===== config.mk =====
export PLATFORM = sky130hd
export DESIGN_NAME = key_debounce_pulse
export DESIGN_NICKNAME = d
export VERILOG_FILES = /design/src/rtl/key_debounce_pulse.sv
export SDC_FILE = /design/constraint.sdc
export NUM_CORES = 1
export LEC_CHECK = 0
export CAP_MARGIN = 20
export CORE_MARGIN = 1.5
export CORE_UTILIZATION = 50
export DETAILED_ROUTE_END_ITERATION = 8
export PLACE_DENSITY = 0.75
export SKIP_LAST_GASP = 1
export SYNTH_ARGS = -nofsm -noshare
export SYNTH_HDL_FRONTEND = slang
export SYNTH_SLANG_ARGS = --single-unit

===== constraint.sdc =====
create_clock -name clk -period 2.5 [get_ports clk]
set_input_delay 0.25 -clock clk [delete_from_list [all_inputs] [get_ports clk]]
set_output_delay 0.25 -clock clk [all_outputs]
set_load 0.01 [all_outputs]

===== src/rtl/key_debounce_pulse.sv =====
// Multi-channel push-button conditioner: synchronises raw keys, rejects contact
// bounce with a per-key stability counter, and emits press/release pulses plus a level.
module key_debounce_pulse #(
  parameter int N          = 3,
  parameter int DELAY      = 240000,
  parameter int ACTIVE_LOW = 1
) (
  input  logic         clk,
  input  logic         rst,
  input  logic [N-1:0] key,
  output logic [N-1:0] key_pulse,
  output logic [N-1:0] key_release,
  output logic [N-1:0] key_state
);

  localparam int           CW   = $clog2(DELAY);
  localparam logic [CW-1:0] LAST = CW'(DELAY - 1);
  localparam logic [N-1:0] IDLE = (ACTIVE_LOW != 0) ? {N{1'b1}} : {N{1'b0}};

  typedef enum logic [1:0] {
    RELEASED,
    PRESS_WAIT,
    PRESSED,
    RELEASE_WAIT
  } state_t;

  logic [N-1:0] sync1;
  logic [N-1:0] sync2;
  logic [N-1:0] p;

  // Synchronisers reset to the released board level so reset release never looks like a press
  always_ff @(posedge clk or posedge rst) begin
    if (rst) begin
      sync1 <= IDLE;
      sync2 <= IDLE;
    end else begin
      sync1 <= key;
      sync2 <= sync1;
    end
  end

  assign p = sync2 ^ IDLE;

  for (genvar i = 0; i < N; i++) begin : g_chan
    state_t        state;
    logic [CW-1:0] cnt;
    logic          pulse_r;
    logic          release_r;
    logic          level_r;

    // A level change is accepted only after DELAY+1 consecutive agreeing samples
    always_ff @(posedge clk or posedge rst) begin
      if (rst) begin
        state     <= RELEASED;
        cnt       <= '0;
        pulse_r   <= 1'b0;
        release_r <= 1'b0;
        level_r   <= 1'b0;
      end else begin
        pulse_r   <= 1'b0;
        release_r <= 1'b0;
        case (state)
          RELEASED: begin
            if (p[i]) begin
              state <= PRESS_WAIT;
              cnt   <= '0;
            end
          end
          PRESS_WAIT: begin
            if (!p[i]) begin
              state <= RELEASED;
              cnt   <= '0;
            end else if (cnt == LAST) begin
              state   <= PRESSED;
              cnt     <= '0;
              pulse_r <= 1'b1;
              level_r <= 1'b1;
            end else begin
              cnt <= cnt + 1'b1;
            end
          end
          PRESSED: begin
            if (!p[i]) begin
              state <= RELEASE_WAIT;
              cnt   <= '0;
            end
          end
          RELEASE_WAIT: begin
            if (p[i]) begin
              state <= PRESSED;
              cnt   <= '0;
            end else if (cnt == LAST) begin
              state     <= RELEASED;
              cnt       <= '0;
              release_r <= 1'b1;
              level_r   <= 1'b0;
            end else begin
              cnt <= cnt + 1'b1;
            end
          end
          default: begin
            state <= RELEASED;
            cnt   <= '0;
          end
        endcase
      end
    end

    assign key_pulse[i]   = pulse_r;
    assign key_release[i] = release_r;
    assign key_state[i]   = level_r;
  end

endmodule

==> summary.md, run 1 <==
| Metric | Value |
|---|---|
| Worst hold path type | in2async |
| Syn Inst Count | 417 |
| Critical-path top delay cell | o311a_1 |
| CTS root buffer | clkbuf_8 |
| Reg2reg start | g_chan[1].cnt[0] |
| Die Width | 90.8 um |
| PortBufs | 13 |
| Clock power share | 36.5% |
| Proportion of synthesized area in mux cells | 4.93% |
| Crit Path Category | reg2reg |
| Ports | 14 |
| Synthesized area | 0.00385 mm^2 |
| Element type at the critical path end | flop |
| Main synth FF type | dfrtp_1 |
| Max Fclk | 0.451 GHz |
| Core Box Area | between 0.007 and 0.008 mm^2 |
| Final Hold Slack | 0.130 ns |
| Post-layout min period | roughly 2.2 ns |
| P_int | between 1.5 and 2 mW |
| Seq/Total Area, Yosys | 48.9% |
| RSZ-0062 raised after global routing | no |
| Final max-slew violation count | 0 |
| Via-to-Cell Ratio | a little under 6 |
| Final TNS setup | 0 ns |
| Peak VDD IR | 0.345 mV |
| CTS tree | yes |
| CTS Sinks | 75 |
| Crit path cell chain | ha_1 > nand3_2 > or3_1 > o311a_1 > buf_4 > a21oi_1 > mux2i_1 |
| Tcrit/Tclk final | 88.7% |
| Worst Max-Slew Pin Slew | 0.575 ns |
| Reg clk slew, reported paths | approximately 0.080 ns |
| Max-cap violations | 0 |
| CTS max path bufs | 2 |
| Ant. Diodes | 0 |
| Async SR Flop Fraction | 100% |
| Synth top area share | 44.8% |
| FF+latch count, synth | 75 |
| WP data arrival | 2.45 ns |
| Static leakage | 1.74 nW |
| Post-synth EDFFs | 0 |
| Initial drt markers | between 150 and 200 |
| Number of antenna violations at the first check in global routing | 0 |
| Net Sw Frac | between 20 and 30% |
| Setup bufs post-CTS | 0 |
| Drt drc | 0 |
| Max incr delay on CP | 0.50 ns |
| Largest net degree at the start of global routing | 45 |
| Psw | 0.782 mW |
| Syn avg cell area | 9.24 um^2 |
| Combinational family with the most area after synthesis | simple AND/OR/NAND/NOR gates |
| Comb pwr share | between 10% and 20% |
| First-pass detailed-route iteration total | 5 |
| Die Y | 90.8 um |
| Yosys cell types | 48 |
| Resized Gates After CTS | 0 |
| Hold_buf cts | 0 |
| Synth Area in Adders | 0.974% |
| Synth warn | 0 |
| Hold Fails Final Rpt | 0 |
| Startpoint Class | flop |
| R2R Setup Slk | 0.28 ns |
| Main area contributors after synthesis | dfrtp_1 (45%), a21oi_1 (4.9%), mux2i_1 (4.9%) |
| Req. time, crit path | around 2.7 ns |
| Initial core utilization | 52.3% |
| GRT Residual Overflow | 0 |
| Clk_lat worst skew | 0.35 ns |
| R2R depth | 7 |
| Post-synthesis simple-gate area fraction | between 20 and 25% |
| First-pass GRT wire length | 13,500 um |
| Aggregate routed wire length | 7420 um |
| Final Setup Violations | 0 |
| Area grow syn2layout | 11.5% |
| Layout cell share with drive strength beyond 1 | under 10% |
| Routed Antenna Nets | 0 |
| Critical path peak fanout | 7 |
| WL/cell | 13.9 um |
| Final Wtd Congestion | approximately 0.83 |
| Power, Total | 2.77 mW |
| Syn_nets | 425 |
| Site row count | 31 |
| TritonCTS buffer count | 9 |
| Skew final | 0.00665 ns |
| PD cells | 645 mW/mm^2 |
| Top cell type by total area after synthesis | dfrtp_1 |
| FF-to-FF End | g_chan[1].cnt[17] |
| Outcome | complete, no violations |
| Total GRT Usage | 20.1% |
| Dpl hpwl | 5080 um |
| Die area | 0.00825 mm^2 |
| CTS H-Tree Depth | 3 |
| Total number of vias | around 3,100 |
| Synth Area in Compound Gates | a little over an eighth |
| Xor/xnor share of the synthesized area | between 2 and 2.5% |
| Sequential fraction of design power | about 49% |
| Number of global-route vias before repair | slightly above 3,000 |
| Max-slew headroom | 61.5% |
| NumNets Final | ~440 |
[layout by cell type, fill, tap and decap left out, types with 2 or more instances in the layout]
cell type | synthesis | routed
nor4_1 | 3 | 3
nand4_1 | 18 | 18
a21o_1 | 3 | 3
a22o_1 | 8 | 8
dfstp_2 | 6 | 6
xnor2_1 | 5 | 5
bufinv_16 | 0 | 2
or4_1 | 4 | 4
and3_1 | 7 | 7
xor2_1 | 4 | 4
clkdlybuf4s50_1 | 0 | 13
ha_1 | 3 | 3
nor2_1 | 22 | 22
dfrtp_1 | 69 | 69
inv_1 | 23 | 22
clkinv_4 | 0 | 2
nand4bb_1 | 2 | 2
and4_1 | 2 | 2
o21ai_0 | 25 | 25
mux2i_1 | 19 | 19
nand2_1 | 47 | 47
and2_1 | 4 | 4
o31ai_1 | 2 | 2
nor3_1 | 12 | 12
or2_2 | 5 | 5
nand3_1 | 36 | 36
a21oi_1 | 38 | 38
a2bb2oi_1 | 2 | 2
buf_4 | 9 | 9
o211ai_1 | 3 | 3
clkbuf_8 | 0 | 9
or3_1 | 6 | 6
[how the worst max path moves through the flow]
stage                startpoint                          to  slack (ns)  cells after the start
4_1_cts        g_chan[1].cnt[0]            g_chan[1].cnt[7]        0.28                      7
6_report       g_chan[1].cnt[0]           g_chan[1].cnt[17]        0.28                      7
2_1_floorplan               rst  asynchronous set/reset pin        0.35                      1
3_5_place_dp   g_chan[1].cnt[0]           g_chan[1].cnt[17]        0.30                      7
5_1_grt        g_chan[1].cnt[0]            g_chan[1].cnt[8]        0.13                      7
3_3_place_gp   g_chan[1].cnt[0]            g_chan[1].cnt[7]        0.36                      7
[critical path: cells and delay by family (launching register included)]
| family | cells | cell delay [ns] |
|---|---|---|
| AO/OA/AOI/OAI | 2 | 0.63 |
| multiplexers | 1 | 0.09 |
| buffers and inverters | 1 | 0.20 |
| flip-flops | 1 | 0.40 |
| adder cells (fa/ha/maj) | 1 | 0.24 |
| AND/OR/NAND/NOR | 2 | 0.56 |
[stage by stage]
step           instance area [um^2]  cells  setup WS, ns  util [%]
5_1_grt                        4300    534         0.132      58.3
3_3_place_gp                   4070    517         0.356      55.2
6_report                       4300    534         0.283      58.3
2_1_floorplan                  3850    417         0.350         -
3_5_place_dp                   4070    517         0.298      55.2
4_1_cts                        4290    533         0.285      58.2
[kinds of logic after synthesis]
| group | Yosys count |
|---|---|
| AND/OR/NAND/NOR | 178 |
| AO/OA/AOI/OAI | 88 |
| flip-flops | 75 |
| buffers and inverters | 45 |
| multiplexers | 19 |
| XOR/XNOR | 9 |
| adder cells (fa/ha/maj) | 3 |
[state kept, by name, summed over array words and instances, names as in the netlist, named ones only]
name,count
g_chan.level_r,3
sync2,3
g_chan.cnt,54
sync1,3
g_chan.release_r,3
g_chan.pulse_r,3
g_chan.state,3
[synth_stat cells, drive strengths merged (5+ instances only)]
library cell / number
nand2: 47
o21ai: 25
nor3: 12
buf: 12
a22o: 8
dfrtp: 69
dfstp: 6
or2: 5
inv: 23
mux2i: 19
nand3: 37
and3: 7
a21oi: 38
and2: 5
nor2: 22
clkbuf: 10
nand4: 18
xnor2: 5
or3: 6
[area by class of cell]
cell class | instances | area, um^2
repair buffers | 24 | 229
fillers | 662 | 3070
inverters | 23 | 86.3
clock buffers | 10 | 128
multi-input cells | 297 | 1760
clock inverters | 6 | 90.1
flip-flops and latches | 75 | 1880
well taps | 99 | 124
[power by group through the flow]
| stage | clock [mW] | sequential (mW) | combinational (mW) |
|---|---|---|---|
| final | 1.01 | 1.34 | 0.415 |
| after global routing | 1.09 | 1.35 | 0.474 |
| after CTS | 1.05 | 1.34 | 0.407 |
| after detailed placement | 0 | 1.37 | 0.398 |
| after global placement | 0 | 1.36 | 0.385 |
| after floorplan | 0 | 1.33 | 0.312 |
[layer usage]
metal  up-vias  track usage, %  part of all wire, %
met5         -               0                    0
met4         0            7.68                  1.2
met3         9            4.88                  3.9
met2        63            32.5                   47
met1      1496            26.1                   48
li1       1526               -                    -
No activity file was read; power rests on OpenSTA's default activity.
==> run 2: changes to the inputs <==
--- a/config.mk
+++ b/config.mk
@@ -5,10 +5,12 @@
 export SDC_FILE = /design/constraint.sdc
 export NUM_CORES = 1
 export LEC_CHECK = 0
+export ABC_AREA = 1
 export CAP_MARGIN = 20
 export CORE_MARGIN = 1.5
 export CORE_UTILIZATION = 50
 export DETAILED_ROUTE_END_ITERATION = 8
+export MAX_ROUTING_LAYER = met4
 export PLACE_DENSITY = 0.75
 export SKIP_LAST_GASP = 1
 export SYNTH_ARGS = -nofsm -noshare
==> constraint.sdc (replaced) <==
create_clock -name clk -period 2.2 [get_ports clk]
set_input_delay 0.22 -clock clk [delete_from_list [all_inputs] [get_ports clk]]
set_output_delay 0.22 -clock clk [all_outputs]
set_load 0.01 [all_outputs]
==> summary.md, run 2 <==
| Metric | Value |
|---|---|
| Most common cell after layout, fill and taps aside | nand2_1 |
| GRT Residual Overflow | 0 |
| Final max-slew violation count | 0 |
| Element type at the critical path end | flop |
| Dpl hpwl | 6220 um |
| Synth top cells by count | nand2_1 (182), dfrtp_1 (69), nor2_1 (69) |
| Reg clk slew, reported paths | 0.08 ns |
| Setup bufs post-CTS | 0 |
| Max Fclk | a little over 0.5 GHz |
| R2R Setup Slk | roughly 0.25 ns |
| Syn_nets | 586 |
| First-pass GRT wire length | approximately 15,000 um |
| CTS root buffer | clkbuf_8 |
| Aggregate routed wire length | 8730 um |
| Main synth FF type | dfrtp_1 |
| Post-place setup slack | 0.293 ns |
| Area grow syn2layout | 9.41% |
| Die area | just over 0.009 mm^2 |
| Max reg flops | 54 |
| RSZ-0062 raised after global routing | no |
| NumNets Final | 593 |
| Peak VDD IR | 0.481 mV |
| Post-route cell area | 0.00466 mm^2 |
| Worst Max-Slew Pin Slew | 0.484 ns |
| FF+latch count, synth | 75 |
| WL/cell | between 10 and 15 um |
| Critical path peak fanout | 14 |
| Die Width | 95.3 um |
| First-pass detailed-route iteration total | 5 |
| Initial core utilization | 51.8% |
| Post-synth EDFFs | 0 |
| Largest net degree at the start of global routing | 76 |
| CTS tree | yes |
| PD cells | 772 mW/mm^2 |
| CTS Sinks | 75 |
| Final core utilization | 56.7% |
| CTS H-Tree Depth | 3 |
| Static leakage | between 2 and 2.5 nW |
| Via-to-Cell Ratio | roughly 5.3 |
| Synth warn | 0 |
| TritonCTS buffer count | 9 |
| Clk_lat worst skew | 0.34 ns |
| Final Wtd Congestion | 0.955 |
| Core Box Area | between 0.008 and 0.009 mm^2 |
| PortBufs | 13 |
| Seq/Total Area, Yosys | ~44% |
| Ant. Diodes | 0 |
| Site row count | 33 |
| Req. time, crit path | ~2.4 ns |
| Worst hold path type | in2async |
| Initial drt markers | between 300 and 400 |
| Placed cell area | 0.00442 mm^2 |
| Final TNS setup | 0 ns |
| Yosys cell types | 34 |
| Power, Total | 3.59 mW |
| Skew final | 0.0123 ns |
| Die Y | around 95 um |
| Synthesized area | roughly 0.0043 mm^2 |
| Number of global-route vias before repair | 3,297 |
| Async SR Flop Fraction | 100% |
| Number of antenna violations at the first check in global routing | 0 |
| Drt drc | 0 |
| Startpoint Class | flop |
| Crit Path Category | reg2reg |
| Final worst setup slack | 0.250 ns |
| CTS max path bufs | 2 |
| Main area contributors after synthesis | dfrtp_1 (41%), nand2_1 (16%), nor2_1 (6.1%) |
| Layout cell share with drive strength beyond 1 | 7.46% |
| WP data arrival | 2.17 ns |
| Most flops, register | g_chan.cnt |
| Ports | 14 |
| Post-layout min period | 1.95 ns |
| Resized Gates After CTS | 0 |
| Routed Antenna Nets | 0 |
| Total number of vias | about 3,700 |
| Outcome | complete, no violations |
| Top-count cell post-synth | nand2_1 |
| Top cell type by total area after synthesis | dfrtp_1 |
| Syn avg cell area | 7.36 um^2 |
| Total GRT Usage | 21.3% |
| Hold_buf cts | 0 |
| Synth top area share | 40.6% |
| Max-slew headroom | 67.6% |
| Most frequent cells in the layout | nand2_1 (182), nor2_1 (69), dfrtp_1 (69) |
| Tcrit/Tclk final | 88.6% |
| Syn Inst Count | 578 |
| Hold Fails Final Rpt | 0 |
| Max-cap violations | 0 |
| Final Setup Violations | 0 |
-- run 2: cell types whose count changed after synthesis, sizes merged, moves of 8 or more --
cell / previous run / this run
nand2: 47 / 189
nor2: 22 / 76
inv: 23 / 64
a21oi: 38 / 3
mux2i: 19 / 0
o22ai: 0 / 13
nand3: 37 / 48
xor2: 4 / 14
clkbuf: 10 / 1
o21ai: 25 / 34
a22o: 8 / 0
-- run 2: report_power, final --
| group | switching, mW | total [mW] | internal (mW) |
|---|---|---|---|
| Combinational | 0.517 | 0.701 | 0.184 |
| Sequential | 0.129 | 1.62 | 1.49 |
| Clock | 0.516 | 1.27 | 0.751 |
-- run 2: final cells by class --
cell class | count | area (um^2)
multi-input cells | 420 | 2000
well taps | 105 | 131
repair buffers | 15 | 158
clock buffers | 9 | 124
flip-flops and latches | 75 | 1880
clock inverters | 7 | 116
inverters | 64 | 240
fillers | 721 | 3560
-- run 2: metal layers --
layer  wire [um]  up-vias  global-route usage (%)
met5           0        -                       -
met4          87        0                    5.60
met3         337        9                    4.23
met2        4090       90                    34.5
met1        4210     1719                    27.3
li1            -     1850                       -
-- run 2: worst paths after layout --
kind / start / end / cells past startpoint
worst max-delay path: g_chan[2].cnt[0] / g_chan[2].cnt[17] / 8
worst min-delay path: rst / g_chan[2].cnt[8] / 3
worst max register to register: g_chan[2].cnt[0] / g_chan[2].cnt[17] / 8
worst min register to register: sync1[1] / sync2[1] / 0
max in group asynchronous: rst / sync1[1] / 3
min in group clk: key[0] / sync1[0] / 1
-- run 2: per-stage QoR --
stage	std cells	hold WS, ns
after detailed placement	679	0.348
after global placement	679	0.347
after CTS	695	0.277
after floorplan	578	0.224
after global routing	695	0.264
final	695	0.277
-- run 2: critical path, stage by stage (launching register included) --
cell and delay (ns):
dfrtp_1 0.46, ha_1 0.25, nand3_1 0.18, nor2_2 0.19, nand3_1 0.14, nand2_2 0.26
inv_1 0.18, nand3_1 0.12, nand2_1 0.05
-- run 2: cell families after synthesis --
family,count (synthesis),synth area share [%]
adders and majority gates,3,0.882
AOI/OAI and AO/OA,58,7.64
and+or+nand+nor,338,34.2
xor gates and xnor gates,21,4.32
buffers and inverters,83,8.67
DFF,75,44.3
==> run 3: changes to the inputs <==
--- a/config.mk
+++ b/config.mk
@@ -6,7 +6,6 @@
 export NUM_CORES = 1
 export LEC_CHECK = 0
 export ABC_AREA = 1
-export CAP_MARGIN = 20
 export CORE_MARGIN = 1.5
 export CORE_UTILIZATION = 50
 export DETAILED_ROUTE_END_ITERATION = 8
==> results of run 3 <==
The final DEF is identical to that of run 2; final timing and power are the same.
